File: config.mk
export PLATFORM = sky130hd
export DESIGN_NAME = wide_add_seq
export DESIGN_NICKNAME = d
export VERILOG_FILES = /design/src/rtl/wide_add_pkg.sv /design/src/rtl/adder8bit.sv /design/src/rtl/wide_add_seq.sv
export SDC_FILE = /design/constraint.sdc
export NUM_CORES = 1
export LEC_CHECK = 0
export ABC_AREA = 1
export BUFFER_PORTS_ARGS = -buffer_cell sky130_fd_sc_hd__buf_4
export CAP_MARGIN = 20
export CORE_AREA = 5 5 119 121
export DETAILED_ROUTE_END_ITERATION = 6
export DIE_AREA = 0 0 124 126
export PLACE_DENSITY = 0.71
export SLEW_MARGIN = 20
export SYNTH_ARGS = -nofsm -noshare
export SYNTH_HDL_FRONTEND = slang
export SYNTH_SLANG_ARGS = --single-unit
File: constraint.sdc
create_clock -name clk -period 6.5 [get_ports clk]
set_clock_uncertainty 0.1 [all_clocks]
set_input_delay 0.65 -clock clk [delete_from_list [all_inputs] [get_ports clk]]
set_output_delay 0.65 -clock clk [all_outputs]
set_load 0.01 [all_outputs]
File: src/rtl/wide_add_pkg.sv
// wide_add_pkg: shared state type, byte width and counter sizing for wide_add_seq
package wide_add_pkg;
  localparam int BYTE_W = 8;
  typedef enum logic [1:0] {IDLE, RUN, DONE} state_t;
  function automatic int cnt_width(input int n);
    return (n <= 1) ? 1 : $clog2(n);
  endfunction
endpackage

File: src/rtl/adder8bit.sv
// adder8bit: 8-bit ripple-carry adder used as the shared byte datapath
module adder8bit (
  input  logic [7:0] a,
  input  logic [7:0] b,
  input  logic       cin,
  output logic [7:0] s,
  output logic       cout
);
  logic c;
  always_comb begin
    c = cin;
    s = '0;
    for (int i = 0; i < 8; i++) begin
      s[i] = a[i] ^ b[i] ^ c;
      c = (a[i] & b[i]) | (c & (a[i] ^ b[i]));
    end
    cout = c;
  end
endmodule

File: src/rtl/wide_add_seq.sv
// wide_add_seq: byte-serial NBYTES-wide adder over one adder8bit; WIDE_ADD_SEQ_SUB_EN adds op_sub
module wide_add_seq
  import wide_add_pkg::*;
#(
  parameter int NBYTES = 4
) (
  input  logic                       clk,
  input  logic                       rst,
  input  logic                       start,
  input  logic [BYTE_W*NBYTES-1:0]   a,
  input  logic [BYTE_W*NBYTES-1:0]   b,
  input  logic                       cin,
`ifdef WIDE_ADD_SEQ_SUB_EN
  input  logic                       op_sub,
`endif
  output logic                       busy,
  output logic                       done,
  output logic [BYTE_W*NBYTES-1:0]   s,
  output logic                       cout,
  output logic                       ovf
);
  localparam int W  = BYTE_W * NBYTES;
  localparam int CW = cnt_width(NBYTES);
  state_t          state;
  logic [W-1:0]    a_r, b_r, s_r, s_fin;
  logic            c_r, sub, co;
  logic [CW-1:0]   cnt;
  logic [BYTE_W-1:0] a_sel, b_sel, sum;
  logic            last;
`ifdef WIDE_ADD_SEQ_SUB_EN
  assign sub = op_sub;
`else
  assign sub = 1'b0;
`endif
  assign a_sel = a_r[BYTE_W*cnt +: BYTE_W];
  assign b_sel = b_r[BYTE_W*cnt +: BYTE_W];
  assign last  = cnt == CW'(NBYTES - 1);
  adder8bit u_add (.a(a_sel), .b(b_sel), .cin(c_r), .s(sum), .cout(co));
  // final result merges the byte being written this cycle so s never lags s_r
  always_comb begin
    s_fin = s_r;
    s_fin[BYTE_W*cnt +: BYTE_W] = sum;
  end
  always_ff @(posedge clk) begin
    if (rst) begin
      state <= IDLE;
      busy  <= 1'b0;
      done  <= 1'b0;
      s     <= '0;
      cout  <= 1'b0;
      ovf   <= 1'b0;
      cnt   <= '0;
      c_r   <= 1'b0;
      a_r   <= '0;
      b_r   <= '0;
      s_r   <= '0;
    end else begin
      case (state)
        IDLE, DONE: begin
          done <= 1'b0;
          if (start) begin
            a_r   <= a;
            b_r   <= sub ? ~b : b;
            c_r   <= sub | cin;
            cnt   <= '0;
            busy  <= 1'b1;
            state <= RUN;
          end else begin
            state <= IDLE;
          end
        end
        RUN: begin
          s_r[BYTE_W*cnt +: BYTE_W] <= sum;
          c_r <= co;
          cnt <= cnt + 1'b1;
          if (last) begin
            state <= DONE;
            busy  <= 1'b0;
            done  <= 1'b1;
            s     <= s_fin;
            cout  <= co;
            ovf   <= (a_r[W-1] == b_r[W-1]) && (sum[BYTE_W-1] != a_r[W-1]);
          end
        end
        default: state <= IDLE;
      endcase
    end
  end
endmodule
# After elaboration in Yosys (flattened, before gate mapping)

Index checks and enable logic that the tools add are counted.
W data, S select, Z words.

Output and inout port bits: 36
Input port bits: 68
Flip-flop bits (word level): 137
Logic and storage cells: 86

Reductions and logical operators: 9
Add/sub/neg operators: 2
Bitwise logic cells: 40
Muxes and demuxes: 13
Equality and inequality tests: 7
Shift operators: 4

Operator list:

| kind                      | count |
|---|---|
| $shiftx A32 B6 Y8         | 2 |
| $neg A5 Y34               | 1 |
| $shift A8 B34 Y32 const A | 1 |
| $shiftx A8 B34 Y32        | 1 |
| $bwmux W32                | 1 |
| $and A1 B1 Y1             | 16 |
| $xor A1 B1 Y1             | 16 |
| $or A1 B1 Y1              | 8 |
| $pmux W2 S2               | 2 |
| $reduce_and A2 Y1         | 4 |
| $pmux W1 S2               | 3 |
| $mux W1                   | 5 |
| $eq A2 B2 Y1 const B      | 2 |
| $mux W2                   | 2 |
| $ne A2 B2 Y1 const B      | 2 |
| $reduce_and A3 Y1         | 1 |
| $add A2 B1 Y2 const B     | 1 |
| $eq A2 B1 Y1 const B      | 1 |
| $logic_not A2 Y1          | 1 |
| $reduce_bool A2 Y1        | 1 |
| $reduce_or A2 Y1          | 1 |
| $eq A1 B1 Y1              | 1 |
| $logic_and A1 B1 Y1       | 1 |
| $ne A1 B1 Y1              | 1 |

# Longest topological paths before layout

Word-level depth: 19
Depth in mapped cells: 23

# Hierarchy

A second synthesis with hierarchy kept.

Cells, all modules: 948
Area, all modules: 6384.9 um^2

By module, submodules not included:

| module       | seq. area each (um^2) | times used | cells an instance | area each (um^2) |
|---|---|---|---|---|
| wide_add_seq | 2742.6                | 1          | 930               | 6187.2 |
| adder8bit    | 0.0                   | 1          | 18                | 197.7 |

# Least setup slack after synthesis

Ideal clock, no wire load.

Path type: flip-flop to flip-flop
From: reg cnt[0]
To: reg s_r[31]
Data required time: 6.291 ns
Stages on the path, launching flop included: 23
Path buffers: 2
Setup slack: 1.478 ns
Arrival time: 4.813 ns
Cell sequence: dfxtp_1 > buf_2 > clkbuf_1 > o21ai_0 > nor2_1 > a21oi_1 > fa_1 > fa_1 > fa_1 > fa_1 > fa_1 > inv_1 > fa_1 > inv_1 > fa_1 > inv_1 > fa_1 > inv_1 > nor2_1 > nand3_1 > nand3_1 > nand2_1 > inv_1

Word-level cells in the longest chain between the ends: 19

Ends and longest elaborated chain:

| item                                 | RTL line                               | RTL |
|---|---|---|
| start, declared                      | wide_add_seq.sv:27                     | `logic [CW-1:0] cnt;` |
| start signal, assigned               | wide_add_seq.sv:75                     | `cnt <= cnt + 1'b1;` |
| $shiftx A32 B6 Y8 (on tied branches) | wide_add_seq.sv:35, wide_add_seq.sv:36 |  |
| $xor A1 B1 Y1                        | adder8bit.sv:14, adder8bit.sv:15       |  |
| $and A1 B1 Y1                        | adder8bit.sv:15                        | `c = (a[i] & b[i]) \| (c & (a[i] ^ b[i]));` |
| $or A1 B1 Y1                         | adder8bit.sv:15                        |  |
| $and A1 B1 Y1                        | adder8bit.sv:15                        |  |
| $or A1 B1 Y1                         | adder8bit.sv:15                        |  |
| $and A1 B1 Y1                        | adder8bit.sv:15                        |  |
| $or A1 B1 Y1                         | adder8bit.sv:15                        |  |
| [... 3 more ...]                     | --                                     |  |
| $or A1 B1 Y1                         | adder8bit.sv:15                        |  |
| $and A1 B1 Y1                        | adder8bit.sv:15                        |  |
| $or A1 B1 Y1                         | adder8bit.sv:15                        |  |
| $and A1 B1 Y1                        | adder8bit.sv:15                        |  |
| $or A1 B1 Y1                         | adder8bit.sv:15                        |  |
| $xor A1 B1 Y1                        | adder8bit.sv:14                        | `s[i] = a[i] ^ b[i] ^ c;` |
| $shiftx A8 B34 Y32                   | wide_add_seq.sv:73                     | `s_r[BYTE_W*cnt +: BYTE_W] <= sum;` |
| $bwmux W32 (*)                       | wide_add_seq.sv:73                     |  |
| end signal, assigned by index        | wide_add_seq.sv:73                     |  |
| end, declared                        | wide_add_seq.sv:25                     | `logic [W-1:0] a_r, b_r, s_r, s_fin;` |

Every way passes the cells marked *; elsewhere a longest branch is shown, timed or not.
A chain may end at the register's enable or synchronous reset.

# Worst setup path after layout

From: reg cnt[1]
To: reg s_r[31]

Same word-level chain as after synthesis.

==> results.md <==
- Run status: finished clean
- Post-synth top cells: 211 x nor2_1, 137 x dfxtp_1, 128 x inv_1
- Slew @ Worst Pin: approximately 0.85 ns
- Critical path launch point type: flop
- Arrival time at the worst endpoint: 5.63 ns
- GP Congestion: approximately 0.85
- Main synth FF type: dfxtp_1
- Nets: 1096
- Setup violators final: 0
- N_diodes: 0
- Vias in the first global route: between 5k and 6k
- CP Max Fanout: 21
- Peak VDD IR: approximately 0.00015 V
- Io pins: about 100
- Final Hold Viols: 0
- CTS HTree Levels: 4
- Gate Count Post-Synth: 940
- RSZ-0062 raised after global routing: no
- Syn. warnings: 0
- Via Count: 5870
- Unique masters post-synth: 21
- CP max stage delay: between 0.5 and 0.6 ns
- Async S/R FF share, synth: 0%
- Cell at the slowest stage of the critical path: dfxtp_1
- Worst min path class: flop to flop
- Final wirelength: 15.17 mm
- DRT iter0 DRCs: between 400 and 500
- Initial antenna violation count: 0
- Seq/Total Area, Yosys: 43.06%
- P_leak: ~3.7 nW
- Area occupied by registers: 2744 um^2
- First-pass GRT wire length: 25.25 mm
- Switch share: about 26%
- Sequential power share: a little over two fifths
- Hold Buf Count CTS: 0
- Crit Path Class: flop to flop
- Clk sinks: approximately 140
- Initial Utilization: 49.06%
- Data required, critical path: between 6 and 7 ns
- Crit end category: flop
- Synth top area cells: dfxtp_1 43%, nor2_1 12%, o21ai_0 7.7%
- TritonCTS clock tree: built
- Worst path cell trace: inv_1, a21oi_1, fa_1, fa_1, fa_1, fa_1, fa_1, inv_1, fa_1, inv_1, fa_1, inv_1, fa_1, inv_1, nor2_1, nand3_1, nand3_1, nand2_1, inv_1
- Max clock buf depth: 2
- Most frequent CP cell: fa_1
- DR WL/cell: around 13 um
- Pwr dens: between 200 and 300 nW/um^2
- Setup TNS: 0 ns
- Syn nets: just over 1k
- Clock network fraction of total power: a little over two fifths
- Setup ws final: roughly 1.1 ns
- Largest net degree at the start of global routing: between 80 and 90
- Post-synth top area cell: dfxtp_1
- FMAX: 184.9 MHz
- Die height: 126 um
- Core Area: approximately 13000 um^2
- CTS resizes: 0
- CTS Root Cell: clkbuf_16
- P&R area growth vs syn: 21.57%
- CTS buffer count: 17
- IO Port Bufs: slightly above 100
- Synth top area share: 43.06%
- Place WS: 1.124 ns
- Final instance area: between 7000 and 8000 um^2
- Worst-Skew Late Latency: roughly 0.42 ns
- Post-CTS setup buffer count: 0
- Gr usage total: 20.29%
- Most common cell in the netlist: nor2_1
- CP Buf/Inv Count: 6
- Die area: 15620 um^2
- Synth Cell Area: approximately 6400 um^2
- Final period util: between 80 and 90%
- Pins Over Slew Limit: 0
- Vias per cell: a little under 5
- Logic gate share of total power: between 10% and 20%
- DP HPWL: 10.41 mm
- Core Rows: 42
- Max Cap Viol: 0
- Fillcell total: approximately 1.3k
- Drt first pass iters: 5
- Seq cells post-synth: between 100 and 150
- Min Tclk post-route: 5.408 ns
- Clock Pin Slew Worst Setup and Hold Paths: ~0.06 ns
- Post-DRT Antenna Nets: 0
- Max_slew headroom: a little over two fifths
- DRC: 0
- Total gr overflow: 0
- Layout cell share with drive strength beyond 1: between 10% and 20%
- Delay-heaviest family, CP: adder cells
- Internal cell power: around 1.6 mW
- EDFF count, synth: 0
- Mapped Avg Cell Area: just under 7 um^2
- Multi-input logic area: roughly 2900 um^2
- Switching pwr: ~0.56 mW
- Chip width: around 120 um
- DP Area: a little over 7000 um^2
-- metal layers --
metal	up-vias	track usage, %	routed length [um]
li1	3081	-	-
met5	-	0	0
met1	2616	26.24	6688
met4	0	7.023	268
met2	150	32.55	7296
met3	23	5.561	917
-- power groups by stage --
stage          registers, mW  logic (mW)  clock network [mW]
4_1_cts                0.927       0.315               0.971
3_5_place_dp           0.945       0.313                   0
2_1_floorplan          0.934       0.225                   0
3_3_place_gp           0.944       0.309                   0
6_report               0.927       0.314               0.950
5_1_grt                0.933       0.360                1.01
-- layout by cell type (no fill, tap or decap), types with 2 or more instances in the layout --
| cell type | synthesis | final |
|---|---|---|
| nand2_2 | 2 | 2 |
| clkinvlp_4 | 0 | 2 |
| inv_1 | 128 | 128 |
| buf_4 | 8 | 109 |
| clkbuf_8 | 0 | 5 |
| bufinv_16 | 0 | 2 |
| nand3b_1 | 6 | 6 |
| clkinv_2 | 0 | 3 |
| o21ai_0 | 98 | 98 |
| ha_1 | 6 | 6 |
| nand2_1 | 121 | 121 |
| clkbuf_1 | 21 | 2 |
| dfxtp_1 | 137 | 136 |
| nor2_2 | 4 | 4 |
| clkbuf_16 | 0 | 17 |
| nor2_1 | 211 | 211 |
| fa_1 | 8 | 8 |
| nand3_1 | 96 | 96 |
| inv_2 | 2 | 2 |
| o22ai_1 | 4 | 4 |
| a21oi_1 | 60 | 60 |
-- through the flow --
stage | hold slack [ns] | total power [mW] | instances | util [%]
finish | 0.3485 | 2.190 | 1202 | 59.65
global route | 0.3710 | 2.300 | 1202 | 59.65
CTS | 0.3544 | 2.213 | 1202 | 59.65
detailed placement | 0.3469 | 1.258 | 1171 | 55.09
global placement | 0.3369 | 1.253 | 1171 | 55.09
floorplan | 0.3244 | 1.160 | 940 | -
-- worst paths after layout --
check | start | endpoint | slack [ns] | cells past startpoint
min reg2reg | b_r[2] | b_r[2] | 0.35 | 2
max reg2reg | cnt[1] | s_r[31] | 1.09 | 19
min | b_r[2] | b_r[2] | 0.35 | 2
max | cnt[1] | s_r[31] | 1.09 | 19
-- worst register-to-register path, delay by kind of cell (launching register included) --
family | cells | cell delay [ns]
and+or+nand+nor | 4 | 0.35
DFF | 1 | 0.52
adders and majority gates | 8 | 3.31
AOI/OAI and AO/OA | 1 | 0.17
buffers and inverters | 6 | 0.88
-- final cells by class --
| cell class | count | area share (%) |
|---|---|---|
| multi-input cells | 618 | 37.15 |
| clock buffers | 24 | 6.480 |
| inverters | 131 | 6.351 |
| well taps | 176 | 2.844 |
| repair buffers | 109 | 10.57 |
| flip-flops and latches | 137 | 35.44 |
| clock inverters | 7 | 1.164 |
-- state kept, by name, indices dropped and copies added, names as in the netlist, 2 cells and up --
signal,cells
s,32
a_r,32
state,2
b_r,32
s_r,32
cnt,2
-- cells by family after synthesis --
| group | Yosys count | share of synthesized area (%) |
|---|---|---|
| buffers and inverters | 185 | 11.77 |
| DFF | 137 | 43.06 |
| and+or+nand+nor | 442 | 28.66 |
| AOI/OAI and AO/OA | 162 | 12.81 |
| adders and majority gates | 14 | 3.693 |
(Power assumes the default switching activity.)
